==> src/rtl/invaders_pkg.sv <==
// Shared constants and encodings for the invader fleet.
// Optional speed-up feature is enabled by defining INVADER_SPEEDUP_EN.
package invaders_pkg;

  localparam int COLS       = 20;
  localparam int SHIP_ROW   = 14;
  localparam int STEP_TICKS = 8;
  localparam int BX_W       = 5;
  localparam int BY_W       = 4;

  localparam logic [COLS-1:0] INIT_PATTERN = 20'b00101010101010101010;

  typedef enum logic [1:0] {
    ST_MARCH     = 2'd0,
    ST_WAVE_DONE = 2'd1,
    ST_LANDED    = 2'd2
  } fleet_state_e;

  typedef enum logic {
    DIR_RIGHT = 1'b0,
    DIR_LEFT  = 1'b1
  } fleet_dir_e;

endpackage

==> src/rtl/invader_step_timer.sv <==
// Counts enable ticks and emits a one-cycle step strobe each march period.
// With INVADER_SPEEDUP_EN defined the period shrinks as the fleet thins out.
module invader_step_timer
  import invaders_pkg::*;
#(
  parameter int COLS       = invaders_pkg::COLS,
  parameter int STEP_TICKS = invaders_pkg::STEP_TICKS
) (
  input  logic            clk,
  input  logic            reset,
  input  logic            restart,
  input  logic            run,
  input  logic            enable,
`ifdef INVADER_SPEEDUP_EN
  input  logic [COLS-1:0] alive,
`endif
  output logic            step
);

  localparam int CNT_W      = (STEP_TICKS > 1) ? $clog2(STEP_TICKS) : 1;
  localparam int HALF_TICKS = (STEP_TICKS / 2 < 1) ? 1 : STEP_TICKS / 2;

  logic [CNT_W-1:0] cnt_q, cnt_d;
  logic [CNT_W:0]   period;
  logic             last_tick;

`ifdef INVADER_SPEEDUP_EN
  localparam int POP_W = $clog2(COLS + 1);
  logic [POP_W-1:0] alive_cnt;

  always_comb begin
    alive_cnt = '0;
    for (int i = 0; i < COLS; i++) begin
      alive_cnt = alive_cnt + POP_W'(alive[i]);
    end
  end

  always_comb begin
    period = (CNT_W+1)'(STEP_TICKS);
    if (alive_cnt < POP_W'(3)) begin
      period = (CNT_W+1)'(1);
    end else if (alive_cnt < POP_W'(10)) begin
      period = (CNT_W+1)'(HALF_TICKS);
    end
  end
`else
  assign period = (CNT_W+1)'(STEP_TICKS);
`endif

  // ">=" rather than "==": the period can drop below the running count mid-step
  assign last_tick = (({1'b0, cnt_q}) + (CNT_W+1)'(1)) >= period;
  assign step      = run && enable && last_tick;

  always_comb begin
    cnt_d = cnt_q;
    if (restart) begin
      cnt_d = '0;
    end else if (run && enable) begin
      cnt_d = last_tick ? '0 : cnt_q + CNT_W'(1);
    end
  end

  always_ff @(posedge clk) begin
    if (reset) begin
      cnt_q <= '0;
    end else begin
      cnt_q <= cnt_d;
    end
  end

endmodule

==> src/rtl/invader_fleet.sv <==
// Invader fleet: march/bounce/descend, bullet hit detection, wave and landing FSM.
// Define INVADER_SPEEDUP_EN to make the march speed depend on the live invader count.
module invader_fleet
  import invaders_pkg::*;
#(
  parameter int              COLS         = invaders_pkg::COLS,
  parameter int              STEP_TICKS   = invaders_pkg::STEP_TICKS,
  parameter int              SHIP_ROW     = invaders_pkg::SHIP_ROW,
  parameter logic [COLS-1:0] INIT_PATTERN = invaders_pkg::INIT_PATTERN
) (
  input  logic            clk,
  input  logic            reset,
  input  logic            clear,
  input  logic            enable,
  input  logic [BX_W-1:0] bullet_x,
  input  logic [BY_W-1:0] bullet_y,
  input  logic            bullet_active,
  output logic [COLS-1:0] inv_array,
  output logic [BY_W-1:0] inv_line,
  output logic            hit,
  output logic            wave_cleared,
  output logic            landed
);

  localparam logic [BY_W-1:0] LAND_ROW = BY_W'(SHIP_ROW);

  fleet_state_e    state_q, state_d;
  fleet_dir_e      dir_q, dir_d;
  logic [COLS-1:0] arr_q, arr_d;
  logic [BY_W-1:0] line_q, line_d;
  logic            hit_q, hit_d;
  logic            wave_q, wave_d;
  logic            landed_q, landed_d;

  logic [COLS-1:0] sel_mask;
  logic [COLS-1:0] hit_vec;
  logic [COLS-1:0] arr_hit;
  logic [BY_W-1:0] line_inc;
  logic            hit_now;
  logic            step;

  // Columns at or beyond COLS match no bit, so out-of-range bullets never hit
  generate
    for (genvar gi = 0; gi < COLS; gi++) begin : g_sel
      assign sel_mask[gi] = (bullet_x == BX_W'(gi));
    end
  endgenerate

  assign hit_vec  = arr_q & sel_mask;
  assign hit_now  = (state_q == ST_MARCH) && bullet_active &&
                    (bullet_y == line_q) && (|hit_vec);
  assign arr_hit  = hit_now ? (arr_q & ~hit_vec) : arr_q;
  assign line_inc = (line_q >= LAND_ROW) ? line_q : line_q + BY_W'(1);

  invader_step_timer #(
    .COLS       (COLS),
    .STEP_TICKS (STEP_TICKS)
  ) u_step_timer (
    .clk     (clk),
    .reset   (reset),
    .restart (clear || (state_q == ST_WAVE_DONE)),
    .run     (state_q == ST_MARCH),
    .enable  (enable),
`ifdef INVADER_SPEEDUP_EN
    .alive   (arr_q),
`endif
    .step    (step)
  );

  always_comb begin
    state_d  = state_q;
    dir_d    = dir_q;
    arr_d    = arr_q;
    line_d   = line_q;
    hit_d    = 1'b0;
    wave_d   = 1'b0;
    landed_d = landed_q;
    case (state_q)
      ST_MARCH: begin
        hit_d = hit_now;
        arr_d = arr_hit;
        // The shift works on the post-hit array so a destroyed invader never returns
        if (step) begin
          if (dir_q == DIR_RIGHT) begin
            if (arr_hit[COLS-1]) begin
              line_d = line_inc;
              dir_d  = DIR_LEFT;
            end else begin
              arr_d = {arr_hit[COLS-2:0], 1'b0};
            end
          end else begin
            if (arr_hit[0]) begin
              line_d = line_inc;
              dir_d  = DIR_RIGHT;
            end else begin
              arr_d = {1'b0, arr_hit[COLS-1:1]};
            end
          end
        end
        // Clearing the wave takes priority over landing in the same cycle
        if (arr_d == '0) begin
          state_d = ST_WAVE_DONE;
          wave_d  = 1'b1;
        end else if (line_d >= LAND_ROW) begin
          state_d  = ST_LANDED;
          landed_d = 1'b1;
        end
      end
      ST_WAVE_DONE: begin
        arr_d   = INIT_PATTERN;
        line_d  = '0;
        dir_d   = DIR_RIGHT;
        state_d = ST_MARCH;
      end
      ST_LANDED: begin
        state_d = ST_LANDED;
      end
      default: begin
        state_d = ST_MARCH;
      end
    endcase
  end

  always_ff @(posedge clk) begin
    if (reset || clear) begin
      state_q  <= ST_MARCH;
      dir_q    <= DIR_RIGHT;
      arr_q    <= INIT_PATTERN;
      line_q   <= '0;
      hit_q    <= 1'b0;
      wave_q   <= 1'b0;
      landed_q <= 1'b0;
    end else begin
      state_q  <= state_d;
      dir_q    <= dir_d;
      arr_q    <= arr_d;
      line_q   <= line_d;
      hit_q    <= hit_d;
      wave_q   <= wave_d;
      landed_q <= landed_d;
    end
  end

  assign inv_array    = arr_q;
  assign inv_line     = line_q;
  assign hit          = hit_q;
  assign wave_cleared = wave_q;
  assign landed       = landed_q;

endmodule

==> config.mk <==
export PLATFORM = sky130hd
export DESIGN_NAME = invader_fleet
export DESIGN_NICKNAME = d
export VERILOG_FILES = /design/src/rtl/invaders_pkg.sv /design/src/rtl/invader_step_timer.sv /design/src/rtl/invader_fleet.sv
export SDC_FILE = /design/constraint.sdc
export NUM_CORES = 1
export LEC_CHECK = 0
export ABC_AREA = 1
export BUFFER_PORTS_ARGS = -buffer_cell sky130_fd_sc_hd__buf_2
export CORE_MARGIN = 8
export CORE_UTILIZATION = 46
export CTS_CLUSTER_SIZE = 24
export DETAILED_ROUTE_END_ITERATION = 6
export GPL_ROUTABILITY_DRIVEN = 0
export GPL_TIMING_DRIVEN = 0
export HOLD_SLACK_MARGIN = 0.1
export MAX_ROUTING_LAYER = met4
export PLACE_DENSITY = 0.71
export SETUP_SLACK_MARGIN = 0.02
export SKIP_LAST_GASP = 1
export SYNTH_ARGS = -nofsm -noshare
export SYNTH_HDL_FRONTEND = slang
export SYNTH_SLANG_ARGS = --single-unit
==> constraint.sdc <==
create_clock -name clk -period 5.3 [get_ports clk]
set_input_delay 0.53 -clock clk [delete_from_list [all_inputs] [get_ports clk]]
set_output_delay 0.53 -clock clk [all_outputs]
set_load 0.1 [all_outputs]
After elaboration in Yosys (flattened, before gate mapping)
Cells that the tools add are included.
{"block": "op_classes", "bitwise_logic": 5, "muxes": 24, "addsub": 3, "order_cmp": 3, "n_reduce_logical": 16, "n_eq_ne": 24}
{"op": "$mux 20", "n": 6}
{"op": "$and 20x20->20", "n": 2}
{"op": "$eq 5x4->1 const B", "n": 8}
{"op": "$pmux 20 s2", "n": 1}
{"op": "$mux 4", "n": 6}
{"op": "$eq 5x3->1 const B", "n": 4}
{"op": "$eq 5x5->1 const B", "n": 4}
{"op": "$logic_not 20->1", "n": 1}
{"op": "$not 20->20", "n": 1}
{"op": "$reduce_or 20->1", "n": 1}
{"op": "$ge 4x4->1 const B", "n": 3}
{"op": "$eq 5x2->1 const B", "n": 2}
{"op": "$pmux 4 s2", "n": 1}
{"op": "$eq 5x1->1 const B", "n": 1}
{"op": "$logic_and 1x1->1", "n": 5}
{"op": "$logic_not 5->1", "n": 1}
{"op": "$mux 1", "n": 5}
{"op": "$add 3x1->4 const B", "n": 1}
{"op": "$add 4x1->4 const B", "n": 1}
{"op": "$eq 4x4->1", "n": 1}
{"op": "$mux 2", "n": 2}
{"op": "$pmux 2 s2", "n": 1}
{"op": "$reduce_or 2->1", "n": 2}
{"op": "$add 3x1->3 const B", "n": 1}
{"op": "other kinds (12)", "n": 14}
{"block": "totals", "word_cells": 83, "regBits": 33}

Depth between registers and ports, before layout
Gate-level depths: netlist of run 1.
{"block": "logic_depth", "depth_word": 13, "ltp_mapped": 23, "ltp_nobuf": 23}

By module
Synthesis of run 1 repeated with hierarchy kept, for this count alone.
{"block": "hier_totals", "cells_unflattened": 429, "area_unflattened_um2": 2523.7}
{"mod": "invader_fleet", "cells_each": 408, "instances": 1, "area_per_inst_um2": 2373.5, "seq_area_each_um2": 600.6}
{"mod": "invader_step_timer", "cells_each": 21, "instances": 1, "area_per_inst_um2": 150.1, "seq_area_each_um2": 60.1}

Worst setup path after synthesis of run 1
No wires, ideal clock.
{"block": "synth_path", "kind": "flip-flop to flip-flop", "startpoint": "register line_q[0], in the netlist inv_line[0]", "endpoint": "register state_q[1]", "t_required_ps": 5179, "n_path_buf": 1, "arrival_ps": 2692, "path_slack_ps": 2487, "stages_incl_launch_ff": 16, "synth_period_minus_slack_ps": 2813, "path_cell_list": "dfxtp_1 > xnor2_1 > nand4_1 > nor3_4 > buf_2 > nand3_1 > nand2_1 > nand2_1 > nor2_1 > nor2_1 > nand2_1 > nand2_1 > nor2_1 > nand3_2 > o21bai_2 > a21oi_1"}
{"block": "synth_between", "elab_chain_len": 11, "elab_cells_between_ends": 22, "classes_between": "1 x add/sub; 2 x order compare; 2 x eq/ne; 14 x mux; 3 x reduce/logical"}
{"element": "from (decl)", "line": "invader_fleet.sv:30", "rtl": "logic [BY_W-1:0] line_q, line_d;"}
{"element": "from (signal assigned)", "line": "invader_fleet.sv:137", "rtl": "line_q <= line_d;"}
{"element": "parallel branches: the longest is 11 deep, another holds $add 4x1->4"}
{"element": "to (signal assigned)", "line": "invader_fleet.sv:134", "rtl": "state_q <= state_d;"}
{"element": "to (decl)", "line": "invader_fleet.sv:27", "rtl": "fleet_state_e state_q, state_d;"}
Several ways; the timed one is not identified. The select of a mux whose other input is x is not followed.
A chain may end at the register's enable or synchronous reset.

Final worst setup path of run 1
{"block": "layout_path", "startpoint": "input port bullet_x[0]", "endpoint": "register state_q[1]"}
{"block": "layout_between", "elab_chain_len": 12, "elab_cells_between_ends": 41, "classes_between": "1 x order compare; 20 x eq/ne; 13 x mux; 3 x bitwise; 4 x reduce/logical"}
{"element": "from (decl)", "line": "invader_fleet.sv:15", "rtl": "input logic [BX_W-1:0] bullet_x,"}
{"element": "$eq 5x1->1 (tied with other cells)", "line": "invader_fleet.sv:45", "rtl": "assign sel_mask[gi] = (bullet_x == BX_W'(gi));"}
{"element": "$and 20x20->20 *", "line": "invader_fleet.sv:49", "rtl": "assign hit_vec = arr_q & sel_mask;"}
{"element": "$reduce_or 20->1 / $not 20->20 (equally long branches)", "line": "invader_fleet.sv:51, invader_fleet.sv:52"}
{"element": "$logic_and 1x1->1 / $and 20x20->20 (equally long branches)", "line": "invader_fleet.sv:51, invader_fleet.sv:52"}
{"element": "$mux 20 *", "line": "invader_fleet.sv:52", "rtl": "assign arr_hit = hit_now ? (arr_q & ~hit_vec) : arr_q;"}
{"element": "$mux 20, on equally long branches", "line": "invader_fleet.sv:85, invader_fleet.sv:92"}
{"element": "$mux 20", "line": "invader_fleet.sv:84", "rtl": "if (dir_q == DIR_RIGHT) begin"}
{"element": "$mux 20", "line": "invader_fleet.sv:83", "rtl": "if (step) begin"}
{"element": "$mux 20", "line": "invader_fleet.sv:78", "rtl": "case (state_q)"}
{"element": "$logic_not 20->1", "line": "invader_fleet.sv:101", "rtl": "if (arr_d == '0) begin"}
{"element": "$mux 2", "line": "invader_fleet.sv:101"}
{"element": "$pmux 2 s2", "line": "invader_fleet.sv:78"}
Every way passes the cells marked *; elsewhere a longest branch is shown, timed or not. The select of a mux whose other input is x is not followed.

==> results of run 1 <==
final cells by class:
cell class                      count  area share, %
Buffer                             12           2.54
Clock buffer                        7           3.03
Inverter                           50           6.63
Multi-Input combinational cell    316           54.5
Sequential cell                    33           23.2
Tap cell                           70           3.07
Timing Repair Buffer               40           7.02
metal layers:
layer,vias to the layer above,global-route usage (%),share of wire (%)
li1,1433,-,-
met1,1287,25.1,44
met2,155,33.2,44
met3,25,4.69,9.2
met4,0,8.31,2.6
met5,-,-,0
how the worst min path moves through the flow:
stage	slack, ps	to	cells past startpoint	startpoint
finish	460	landed	2	landed
global route	500	landed	2	landed
CTS	460	landed	2	landed
detailed placement	450	landed	2	landed
global placement	450	landed	2	landed
floorplan	450	u_step_timer.cnt_q[2]	2	u_step_timer.cnt_q[2]
tightest hold or removal path, cell delays in order, from the launching register on:
cell and delay, ps:
sky130_fd_sc_hd__dfxtp_1 310, sky130_fd_sc_hd__nand2_1 50, sky130_fd_sc_hd__o21ai_1 50
kinds of logic after synthesis:
logic type	synth area share [%]
compound gates	5.45
xor+xnor	1.41
fa+ha+maj	1.52
buf+inv	10.6
flops	26.7
simple gates	54.4
power groups by stage:
stage | Clock, mW | Sequential (mW) | Combinational (mW)
6_report | 0.192 | 0.249 | 0.0416
5_1_grt | 0.206 | 0.249 | 0.0469
4_1_cts | 0.193 | 0.249 | 0.0416
3_5_place_dp | 0 | 0.255 | 0.0414
3_3_place_gp | 0 | 0.255 | 0.0407
2_1_floorplan | 0 | 0.255 | 0.0269
per-stage QoR:
step | total power [mW] | worst slack (ps) | instances | utilization [%] | area [µm²]
6_report | 0.483 | 2370 | 528 | 55.5 | 2850
5_1_grt | 0.501 | 2190 | 528 | 55.5 | 2850
4_1_cts | 0.484 | 2460 | 528 | 55.5 | 2850
3_5_place_dp | 0.296 | 2160 | 521 | 53.8 | 2770
3_3_place_gp | 0.295 | 2170 | 521 | 53.8 | 2770
2_1_floorplan | 0.282 | 2490 | 411 | - | 2480
registers in the layout, summed over array words and instances, names as in the netlist:
register and count:
u_step_timer.cnt_q 3, hit 1, state_q 2, dir_q 1, inv_line 4, wave_cleared 1, inv_array 20, landed 1
Yosys cell counts:
| cell type | count |
|---|---|
| sky130_fd_sc_hd__a2111oi_0 | 1 |
| sky130_fd_sc_hd__a21oi_1 | 4 |
| sky130_fd_sc_hd__a21oi_2 | 1 |
| sky130_fd_sc_hd__buf_2 | 4 |
| sky130_fd_sc_hd__buf_4 | 2 |
| sky130_fd_sc_hd__buf_6 | 2 |
| sky130_fd_sc_hd__clkbuf_1 | 4 |
| sky130_fd_sc_hd__clkinv_2 | 1 |
| sky130_fd_sc_hd__dfxtp_1 | 33 |
| sky130_fd_sc_hd__ha_1 | 3 |
| sky130_fd_sc_hd__inv_1 | 44 |
| sky130_fd_sc_hd__inv_2 | 5 |
| sky130_fd_sc_hd__nand2_1 | 112 |
| sky130_fd_sc_hd__nand2_2 | 2 |
| sky130_fd_sc_hd__nand2_4 | 4 |
| sky130_fd_sc_hd__nand3_1 | 74 |
| sky130_fd_sc_hd__nand3_2 | 6 |
| sky130_fd_sc_hd__nand3_4 | 1 |
| sky130_fd_sc_hd__nand3b_1 | 2 |
| sky130_fd_sc_hd__nand4_1 | 12 |
| sky130_fd_sc_hd__nor2_1 | 51 |
| sky130_fd_sc_hd__nor2_2 | 6 |
| sky130_fd_sc_hd__nor2_4 | 1 |
| sky130_fd_sc_hd__nor3_1 | 15 |
| sky130_fd_sc_hd__nor3_4 | 1 |
| sky130_fd_sc_hd__o211ai_1 | 3 |
| sky130_fd_sc_hd__o21ai_0 | 10 |
| sky130_fd_sc_hd__o21ai_1 | 1 |
| sky130_fd_sc_hd__o21bai_2 | 1 |
| sky130_fd_sc_hd__o41ai_1 | 1 |
| sky130_fd_sc_hd__xnor2_1 | 2 |
| sky130_fd_sc_hd__xor2_1 | 2 |
cells in the final DEF, fill, tap and decap left out, types with 2 or more instances in the layout:
cell	instances
sky130_fd_sc_hd__nand3b_1	2
sky130_fd_sc_hd__inv_2	5
sky130_fd_sc_hd__a21oi_1	4
sky130_fd_sc_hd__buf_2	44
sky130_fd_sc_hd__inv_1	44
sky130_fd_sc_hd__clkbuf_1	5
sky130_fd_sc_hd__nand2_1	112
sky130_fd_sc_hd__nor2_1	51
sky130_fd_sc_hd__ha_1	3
sky130_fd_sc_hd__nand2_4	4
sky130_fd_sc_hd__o211ai_1	3
sky130_fd_sc_hd__nor2_2	6
sky130_fd_sc_hd__o21ai_0	10
sky130_fd_sc_hd__nand3_1	74
sky130_fd_sc_hd__nand4_1	12
sky130_fd_sc_hd__clkbuf_8	6
sky130_fd_sc_hd__buf_6	2
sky130_fd_sc_hd__dfxtp_1	33
sky130_fd_sc_hd__nand2_2	2
sky130_fd_sc_hd__xor2_1	2
sky130_fd_sc_hd__buf_4	2
sky130_fd_sc_hd__nand3_2	6
sky130_fd_sc_hd__xnor2_1	2
sky130_fd_sc_hd__nor3_1	15
==> results.md, run 1 <==
- Net switching is 24.5% of the power.
- The die boundary height is between 80 and 90 µm.
- The worst setup path startpoint is bullet_x[0].
- The cell sitting at the root of the clock tree is a sky130_fd_sc_hd__clkbuf_8.
- The boundary pin count is 41.
- Post-CTS repair changed the size of 0 cells.
- STA puts the critical path data required time at roughly 5500 ps.
- The number of buffers on the longest clock path is 2.
- The biggest area contributor in the post-synthesis netlist is sky130_fd_sc_hd__dfxtp_1.
- In the routed layout, each cell is associated on average with a via count of about 5.5.
- The sequential standard cell area is roughly 660 µm².
- VDD sags by at most 148 µV.
- The global-route usage over all layers is 20.9%.
- The portion of the post-synthesis area used by sequential elements is a little over a quarter.
- The internal power of the cells totals around 0.36 mW.
- In this run the horizontal extent of the chip is 89.4 µm.
- Summed over all nets, the switching power comes to 0.119 mW.
- The final setup skew is 6.13 ps.
- The per-instance average area after synthesis is roughly 6 µm².
- In this run the remaining antenna-violating nets after routing total 0.
- The total overflow left after global routing is 0.
- The number of max-slew violations in the final report came to 0.
- The count of vias placed by the detailed router is just under 3,000.
- The clock-pin slew reported for the worst setup and hold paths after clock tree synthesis is ~60 ps.
- The tree built by TritonCTS fans out to 33 sinks.
- The master of the slowest instance on the critical path is sky130_fd_sc_hd__o21ai_0.
- The classification of the worst setup path is in2reg.
- The flop and latch count out of synthesis is 33.
- The HPWL after detailed placement is 6110 µm.
- The path class of the tightest hold or removal check is reg2reg.
- Setup violations remaining at the end of the flow were counted as 0.
- The via count of the first global-routing pass came to roughly 2,700.
- The share of total power dissipated in sequential elements is between 50 and 60%.
- The count of unique library cells instantiated by Yosys is 32.
- In this run the cell area of the synthesized design comes to around 0.0025 mm².
- The number of antenna violations at the first check in global routing is 0.
- The post-CTS setup buffer count is 0.
- The initial core utilization is about half.
- Port buffering added 40 buffers.
- The layout has 558 filler cells.
- Setup repair after global routing left no endpoint under its margin.
- The final total negative setup slack is 0 ps.
- The area of combinational cells with multiple inputs is around 0.0016 mm².
- After detailed routing, the total wire length is around 7700 µm.
- Measured against its own limit, the worst slew margin works out to a little over 50%.
- During synthesis, Yosys emitted a total of 0 warnings.
- The smallest hold slack is 456 ps.
- Timing would allow up to roughly 0.34 GHz.
- The capture instance of the worst register-to-register path is state_q[1].
- Dividing the final minimum period by the clock period gives 55.2%.
- The floorplan has 26 rows.
- The clock network fraction of total power is between 30 and 40%.
- The cell count after synthesis is 411.
- The fraction of layout instances using a drive strength above 1 is 18.1%.
- In the final routed layout, each cell accounts on average for between 10 and 15 µm.
- Counting every net in the synthesized netlist gives 428.
- The die area is between 0.007 and 0.008 mm².
- For this run, the detailed router's first-pass iteration total came to 6.
- The CTS H-tree depth is 2.
- TritonCTS built the clock tree.
- The number of cells on the worst reg-to-reg path is 14.
- The smallest clock period supported by the final layout is computed as 2930 ps.
- Of all nets on the critical path, the largest fanout is 6.
- The critical path's largest stage delay is between 400 and 500 ps.
- The setup slack of the worst register-to-register path is ~2500 ps.
- The leakage dissipation is 1.41 nW.
- The signal on the critical path passes through buf_2 -> inv_1 -> nand2_1 -> nor2_1 -> nand3_1 -> nand2_1 -> nor2_1 -> nand2_1 -> nor2_1 -> nand2_4 -> nand2_1 -> o21ai_0 -> nand3_1 -> nand2_1 -> nand2_1 -> nor2_1 -> nand3_2 -> o21bai_2 -> a21oi_1.
- The launching point of the worst reg2reg path is state_q[1].
- After the last flow step, the layout net total stands at approximately 480.
- STA classifies the critical path endpoint as a flip-flop.
- The area overhead of the layout relative to synthesis is 15.1%.
- The share of the synthesized area in the top cell type is a little over a quarter.
- For this run, design rule violations remaining after detail routing come to 0.
- The total of hold buffers inserted after clock tree synthesis is 0.
- The first global-routing pass estimated around 13,000 µm of wire.
- STA classifies the critical path startpoint as an input port.
- The initial DRC count is 376.
- The largest net degree at the start of global routing is 11.
- TritonCTS created 5 clock buffers.
- The most used cell along the critical path is sky130_fd_sc_hd__nand2_1.
- The run finished with clean final reports.
- The total core area is 0.00514 mm².
- The arrival time at the worst endpoint is a little over 3000 ps.
- The number of antenna diodes in the final layout is 0.
- For the pin with the worst max-slew slack, the measured transition is between 700 and 800 ps.
- Ranked by total cell area, the synthesized netlist is headed by sky130_fd_sc_hd__dfxtp_1, sky130_fd_sc_hd__nand2_1, sky130_fd_sc_hd__nand3_1.
- Among cell families on the critical path, the largest total delay comes from simple AND/OR/NAND/NOR gates.
- The critical path contains buffers and inverters numbering 2 combined.
- The critical path crosses 19 cells after its start point.
- The part of the power in combinational logic is under 10%.
- The number of failing hold endpoints at the final stage came to 0.
- The most critical setup path has its endpoint at state_q[1].
- The power per standard cell area is around 170 mW/mm².
- At the later pin of the worst-skew pair, clock insertion delay measures 290 ps.
- The tool flagged a number of max-cap violations equal to 0.
Power figures use the tool's default switching activity.
==> inputs of run 2 (changes only) <==
--- a/config.mk
+++ b/config.mk
@@ -5,7 +5,7 @@
 export SDC_FILE = /design/constraint.sdc
 export NUM_CORES = 1
 export LEC_CHECK = 0
-export ABC_AREA = 1
+export ABC_AREA = 0
 export BUFFER_PORTS_ARGS = -buffer_cell sky130_fd_sc_hd__buf_2
 export CORE_MARGIN = 8
 export CORE_UTILIZATION = 46
@@ -15,7 +15,7 @@
 export GPL_TIMING_DRIVEN = 0
 export HOLD_SLACK_MARGIN = 0.1
 export MAX_ROUTING_LAYER = met4
-export PLACE_DENSITY = 0.71
+export PLACE_DENSITY = 0.74
 export SETUP_SLACK_MARGIN = 0.02
 export SKIP_LAST_GASP = 1
 export SYNTH_ARGS = -nofsm -noshare
==> constraint.sdc (replaced) <==
create_clock -name clk -period 2.58 [get_ports clk]
set_input_delay 0.258 -clock clk [delete_from_list [all_inputs] [get_ports clk]]
set_output_delay 0.258 -clock clk [all_outputs]
set_load 0.1 [all_outputs]
==> results.md, run 2 <==
- The run finished, with violations left.
- The checks that failed: setup timing.
- STA classifies the critical path startpoint as an input port.
- The via count of the first global-routing pass is 2,597.
- The first-pass GRT wire length is 13,400 µm.
- The total core area is ~0.0050 mm².
- The worst-case IR drop observed on VDD is around 240 µV.
- The total of max-cap violations is 0.
- Compared with the post-synthesis result, the final layout area differs by 42.3%.
- In this run the register-to-register setup slack is -410 ps.
- The global routing usage on met1 is 29.3%.
- The number of antenna violations at the first check in global routing is 0.
- The share of the synthesized area in the top cell type is roughly 28%.
- The remaining global-route overflow is 0.
- The share of flip-flops with an asynchronous set or reset after synthesis is 0%.
- Static timing analysis puts the maximum clock frequency at 0.324 GHz.
- In this run the tightest slew margin relative to its limit is between 10 and 15%.
- The HPWL after detailed placement is roughly 5600 µm.
- The detailed router placed 2,868 vias in this run.
- Clock tree synthesis found a total of 33 sinks.
- The per-instance average area after synthesis is just under 8 µm².
- The final setup violation count is 6.
- The measured slew at the worst slew-check pin is 1330 ps.
- Synthesis produced a netlist with a net count of around 320.
- The most congested layer reported by global routing is met2.
- The final total negative setup slack is -1680 ps.
- Hold repair after CTS inserted 0 buffers.
- Counting distinct cell types in the post-synthesis netlist gives between 50 and 60.
- The tightest hold path in the finished design has a slack of about 390 ps.
- The portion of the post-synthesis area used by sequential elements is 28.0%.
- The final period demand of the worst path is between 3000 and 4000 ps.
- The first TritonRoute pass finished after 7 iterations.
- The initial DRC count is about 540.
- The floorplan step set the die width to between 80 and 90 µm.
- The worst hold path depth is 4.
- STA classifies the critical path endpoint as a flip-flop.
- Of the cells placed in the final design, the portion with a size suffix greater than 1 is 43.2%.
- The initialized floorplan defines 26 standard-cell rows.
- In the post-synthesis netlist, the biggest area contributors are sky130_fd_sc_hd__dfxtp_1, sky130_fd_sc_hd__nor2_1, sky130_fd_sc_hd__o31a_1.
- The post-layout instance count excluding filler cells is 436.
- The critical path is of the in2reg type.
- For this run, global-route usage on met3 was measured as under 10%.
- The synthesized design contains 0 enable-type register cells.
- The synthesized design contains 33 register bits.
- For the worst setup path, the data arrival time is 3270 ps.
- In the routed layout, each cell is associated on average with a via count of between 6 and 7.
- In the routed design, unresolved DRC markers number 0.
- The register with the most flip-flops in the layout has 20 of them.
- The die covers between 0.007 and 0.008 mm².
- The post-layout worst setup margin is -506 ps.
- The tightest min-delay check is of the in2reg type.
- In the layout the commonest cells are sky130_fd_sc_hd__buf_2, sky130_fd_sc_hd__nor2_1, sky130_fd_sc_hd__buf_4, sky130_fd_sc_hd__nand2_1, sky130_fd_sc_hd__dfxtp_2.
- The startpoint identified for the worst hold timing path is clear.
- Counting the buffers created by CTS gives 5.
- Summed over all cells, the static leakage comes to approximately 1.3 nW.
- Along the worst path, the maximum fanout reaches 5.
- The library cell used most frequently in the layout, excluding fill and tap cells, is sky130_fd_sc_hd__buf_2.
- In this run the remaining antenna-violating nets after routing total 0.
- The routed length per placed instance is roughly 21 µm.
- The endpoint required time on the critical path is about 2800 ps.
- The number of cells in the design after placement is around 410.
- Entering global routing, the biggest net connects 12 pins.
- The clock-pin slew reported for the worst setup and hold paths after clock tree synthesis is 70 ps.
- The die is roughly 88 µm tall.
- Global routing used about a third of the available met2 tracks.
- Setup repair after global routing could not meet its margin everywhere.
- The final non-filler cell area is 0.00336 mm².
- The final layout contains routed wiring with a total length of 9010 µm.
- The net count of the finished layout is 382.
- The number of max-slew violations in the final report is 0.
- The number of buffers on the longest clock path is 2.
- Dividing the final minimum period by the clock period gives 120%.
- The initial utilization of the core area, before any placement, comes to approximately 47%.
- The launching point of the worst reg2reg path is state_q[1].
- The number of cell instances on the worst register-to-register path is 11.
- The cell taking the most area after synthesis is sky130_fd_sc_hd__dfxtp_1.
- The number of failing hold endpoints at the final stage came to 0.
- The number of antenna diodes is 0.
- The top flip-flop cell by instance count after synthesis is sky130_fd_sc_hd__dfxtp_1.
- Counting every instance in the synthesized netlist gives approximately 300.
- The capture instance of the worst register-to-register path is landed.
- The summed instance area of the synthesized netlist is approximately 0.0024 mm².
- The CTS root buffer is sky130_fd_sc_hd__clkbuf_8.
- After detailed placement, the total cell area comes to approximately 0.0028 mm².
- The power per standard cell area is around 320 mW/mm².
- In this run the number of H-tree levels came out at 2.
- For hold timing, the worst endpoint is state_q[1].
- Global routing consumed, over all layers together, approximately 23% of the routing resources.
- The boundary pin count is 41.
- Port buffering added 39 buffers.
- Sorting the synthesized cells by how often they occur yields sky130_fd_sc_hd__dfxtp_1, sky130_fd_sc_hd__nor2_1, sky130_fd_sc_hd__nand2_1, sky130_fd_sc_hd__a21oi_1, sky130_fd_sc_hd__o21ai_0.
- In the post-synthesis netlist, the cell with the most instances is sky130_fd_sc_hd__dfxtp_1.
- The total of fill cells in the finished design is 400.
- The clock reaches the later pin of the worst-skew pair after 290 ps.
- Between clock sinks in the finished design, the worst skew comes to about 5.5 ps.
- TritonCTS built the clock tree.
- The number of warnings printed during yosys synthesis is 0.
## run 2: changes by cell type in the layout (fill, tap and decap cells not counted), sizes merged, moves of 13 or more
cell / delta
nand2: -94
nand3: -76
inv: -39
nor2: -27
buf: +25
o31a: +13
## run 2: layout make-up
type / instances / area [µm²] / area share, %
Timing Repair Buffer: 64 / 425 / 12.6
Tap cell: 70 / 87.6 / 2.60
Inverter: 9 / 33.8 / 1.00
Sequential cell: 33 / 703 / 20.9
Multi-Input combinational cell: 235 / 1870 / 55.6
Clock inverter: 1 / 6.26 / 0.186
Clock buffer: 7 / 86.3 / 2.57
Buffer: 17 / 150 / 4.46
## run 2: how the worst max path moves through the flow
stage	start	to	slack [ps]
after CTS	state_q[1]	landed	-390
after global routing	bullet_x[3]	state_q[1]	-550
final	bullet_x[3]	landed	-510
after global placement	bullet_x[2]	landed	-1000
after floorplan	bullet_x[1]	state_q[1]	-360
after detailed placement	bullet_x[1]	landed	-1010
## run 2: power by group
part | switching [mW] | internal, mW | leakage (nW) | total [mW]
sequential | 0.00135 | 0.505 | 0.271 | 0.506
combinational | 0.0733 | 0.0592 | 0.980 | 0.132
clock | 0.207 | 0.218 | 0.0488 | 0.425
## run 2: layer usage
metal,up-vias,routed length (µm)
li1,1266,-
met1,1318,3500
met2,225,4010
met3,59,1070
met4,0,427
met5,-,0
## run 2: timing repair
| action | 4_1_cts | 5_1_grt |
|---|---|---|
| buffers inserted | 13 | 10 |
| endpoints found under the setup margin | 19 | 22 |
| pin swaps | 6 | 20 |
| gates cloned | 2 | 0 |
| gates resized for setup | 35 | 43 |
## run 2: worst max-delay path: stages
cell	delay, ps
sky130_fd_sc_hd__buf_4	120
sky130_fd_sc_hd__buf_8	110
sky130_fd_sc_hd__or4bb_4	560
sky130_fd_sc_hd__o22ai_4	180
sky130_fd_sc_hd__nor3_4	60
sky130_fd_sc_hd__a31o_1	230
sky130_fd_sc_hd__buf_6	170
sky130_fd_sc_hd__o31ai_1	490
sky130_fd_sc_hd__a2bb2oi_1	140
sky130_fd_sc_hd__a21bo_1	220
sky130_fd_sc_hd__and4b_1	230
sky130_fd_sc_hd__nand4_2	170
sky130_fd_sc_hd__a211o_1	330
## run 2: per-stage QoR
| step | total power [mW] | worst slack, ps | util [%] |
|---|---|---|---|
| 2_1_floorplan | 0.578 | -356 | - |
| 3_3_place_gp | 0.606 | -995 | 54.6 |
| 3_5_place_dp | 0.607 | -1010 | 54.6 |
| 4_1_cts | 1.04 | -394 | 62.2 |
| 5_1_grt | 1.10 | -554 | 66.7 |
| 6_report | 1.06 | -506 | 66.7 |
## run 2: cell families after synthesis
family                     count (synthesis)  share of synthesized area [%]
buffers and inverters                     30                           5.88
muxes                                     12                           5.24
xor gates and xnor gates                   6                           2.22
AOI/OAI and AO/OA                        109                           34.4
and+or+nand+nor                          105                           22.7
DFF                                       33                           28.0
adders and majority gates                  3                           1.59
==> inputs of run 3 (changes only) <==
--- a/config.mk
+++ b/config.mk
@@ -21,3 +21,4 @@
 export SYNTH_ARGS = -nofsm -noshare
 export SYNTH_HDL_FRONTEND = slang
 export SYNTH_SLANG_ARGS = --single-unit
+export TNS_END_PERCENT = 30
==> results.md, run 3 (synthesis gave the netlist of run 2 again) <==
- Dividing the detail-routed via count by the number of cells gives 6.55.
- The measured slew at the worst slew-check pin is 1450 ps.
- Summed over all layers, the global routing overflow is 0.
- The startpoint identified for the worst hold timing path is clear.
- The placement-stage worst setup slack is -1010 ps.
- Data on the critical path arrives at its endpoint at 3260 ps.
- The most frequent standard cell in the layout excluding fill and tap cells is sky130_fd_sc_hd__buf_2.
- From left edge to right edge, the die measures 87.7 µm.
- The number of antenna violations at the first check in global routing is 0.
- The leakage dissipation is around 1.3 nW.
- The CTS tree is done.
- The total core area is just over 0.005 mm².
- The via count of the first global-routing pass is ~2,600.
- The number of clock sinks is 33.
- Summed over all failing endpoints, the final setup total negative slack is -1650 ps.
- The final setup violation count is 5.
- Dividing total power by cell area gives a power density of roughly 320 mW/mm².
- The number of max-slew violations in the final report is 0.
- The total of max-cap violations is 0.
- The utilization after layout is between 60% and 70%.
- From synthesis to final layout, the design area changed by 41.0%.
- The largest net degree at the start of global routing is 12.
- The boundary pin count is 41.
- Setup repair after global routing could not meet its margin everywhere.
- Measured against its own limit, the worst slew margin works out to 2.71%.
- Along the worst path, the maximum fanout reaches 5.
- The HPWL after detailed placement is 5590 µm.
- The worst setup path startpoint is bullet_x[3].
- The final reports fail on setup timing.
- Dividing the detail-routed wire length by the instance count gives 20.5 µm.
- The endpoint required time on the critical path is ~2800 ps.
- The global-route usage over all layers is a little under a quarter.
- The launching point of the worst reg2reg path is inv_line[2].
- The capturing element type of the critical path is a flip-flop.
- Static timing analysis puts the maximum clock frequency at 0.325 GHz.
- The initial DRC count is between 400 and 500.
- In the routed design, unresolved DRC markers number 0.
- The worst setup path is of the in2reg kind.
- The number of failing hold endpoints at the final stage is 0.
- No sink is reached through more buffers than the 2 on the longest clock path.
- The post-layout worst setup margin is -496 ps.
- The final layout contains routed wiring with a total length of 8900 µm.
- The register with the most flip-flops in the layout has 20 of them.
- The total clock buffers created by CTS is 5.
- The power after layout is between 1 and 1.5 mW.
- The floorplan step set the die height to about 88 µm.
- The peak ir drop on the vdd network is roughly 240 µV.
- The first-pass GRT wire length is 13,400 µm.
- Clock skew on the completed layout was measured at around 6.5 ps.
- The CTS root buffer is sky130_fd_sc_hd__clkbuf_8.
- Buffers placed on the I/O ports in this run total 39.
- The die area is between 0.007 and 0.008 mm².
- Of the cells placed in the final design, the portion with a size suffix greater than 1 is a little over two fifths.
- For the worst-skew pair, the clock arrives at the later sink with an insertion delay of approximately 290 ps.
- The routed layout has approximately 2,800 vias.
- Once detail routing completed, the nets flagged for antenna violations numbered 0.
- After floorplanning, the core was divided into 26 placement rows.
- The CTS H-tree depth is 2.
- Subtracting the final worst setup slack from the clock period gives 3080 ps.
- The run finished, with violations left.
- The kind of start point of the critical path is an input port.
- Before antenna repair, the detailed router went through 6 iterations.
- The filler cells instantiated in the layout total just over 400.
- The top cell types in the final layout, fill and taps aside, are sky130_fd_sc_hd__buf_2, sky130_fd_sc_hd__nor2_1, sky130_fd_sc_hd__buf_4, sky130_fd_sc_hd__nand2_1, sky130_fd_sc_hd__dfxtp_2.
- The initial core utilization is between 40% and 50%.
- The ratio of final minimum period to clock period is 119%.
- 0 antenna diodes ended up in the layout.
- Clock-pin slew was measured on the worst setup and hold paths at roughly 70 ps.
- The path type of the worst min-delay path is in2reg.
- The number of nets in the finished design is roughly 380.
[run 3: area by class of cell]
cell class | count | area [µm²] | area share [%]
inverters | 9 | 33.8 | 1.01
clock inverters | 1 | 6.26 | 0.188
clock buffers | 7 | 86.3 | 2.59
multi-input cells | 235 | 1850 | 55.6
well taps | 70 | 87.6 | 2.63
flip-flops and latches | 33 | 703 | 21.1
plain buffers | 17 | 150 | 4.51
repair buffers | 63 | 412 | 12.4
[run 3: metal layers]
metal	share of wire, %	track usage (%)	vias up
met1	39	29.3	1317
met4	4.0	10.6	0
li1	-	-	1268
met5	0	-	-
met2	45	33.3	211
met3	12	5.25	53
[run 3: repair_timing]
action,CTS,global route
hold buffers,0,0
pin swaps,6,20
endpoints found under the setup margin,19,22
setup buffers,13,9
gates resized for setup,35,38
cloned,2,0
[run 3: worst paths after layout]
kind / endpoint / slack (ps) / cells after the start
hold reg to reg: inv_line[0] / 500 / 1
hold / removal: state_q[1] / 390 / 4
setup / recovery: landed / -500 / 13
setup reg to reg: landed / -430 / 12
[run 3: power by group]
part | switching [mW] | internal (mW) | total (mW)
clock | 0.206 | 0.218 | 0.423
combinational | 0.0728 | 0.0572 | 0.130
sequential | 0.00135 | 0.505 | 0.506
total | 0.280 | 0.779 | 1.06
[run 3: stage by stage]
stage | hold WS, ps | cells | instance area, µm²
after CTS | 389 | 429 | 3140
final | 389 | 435 | 3330
after detailed placement | 482 | 407 | 2750
after floorplan | 485 | 298 | 2470
after global placement | 480 | 407 | 2750
after global routing | 409 | 435 | 3330
[run 3: critical path, stage by stage]
cell and delay (ps):
sky130_fd_sc_hd__buf_2 120, sky130_fd_sc_hd__buf_8 110, sky130_fd_sc_hd__or4bb_4 560, sky130_fd_sc_hd__o22ai_4 170, sky130_fd_sc_hd__nor3_4 60, sky130_fd_sc_hd__a31o_1 230, sky130_fd_sc_hd__buf_6 160, sky130_fd_sc_hd__o31ai_1 490
sky130_fd_sc_hd__a2bb2oi_1 140, sky130_fd_sc_hd__a21bo_1 220, sky130_fd_sc_hd__and4b_1 230, sky130_fd_sc_hd__nand4_2 170, sky130_fd_sc_hd__a211o_1 330
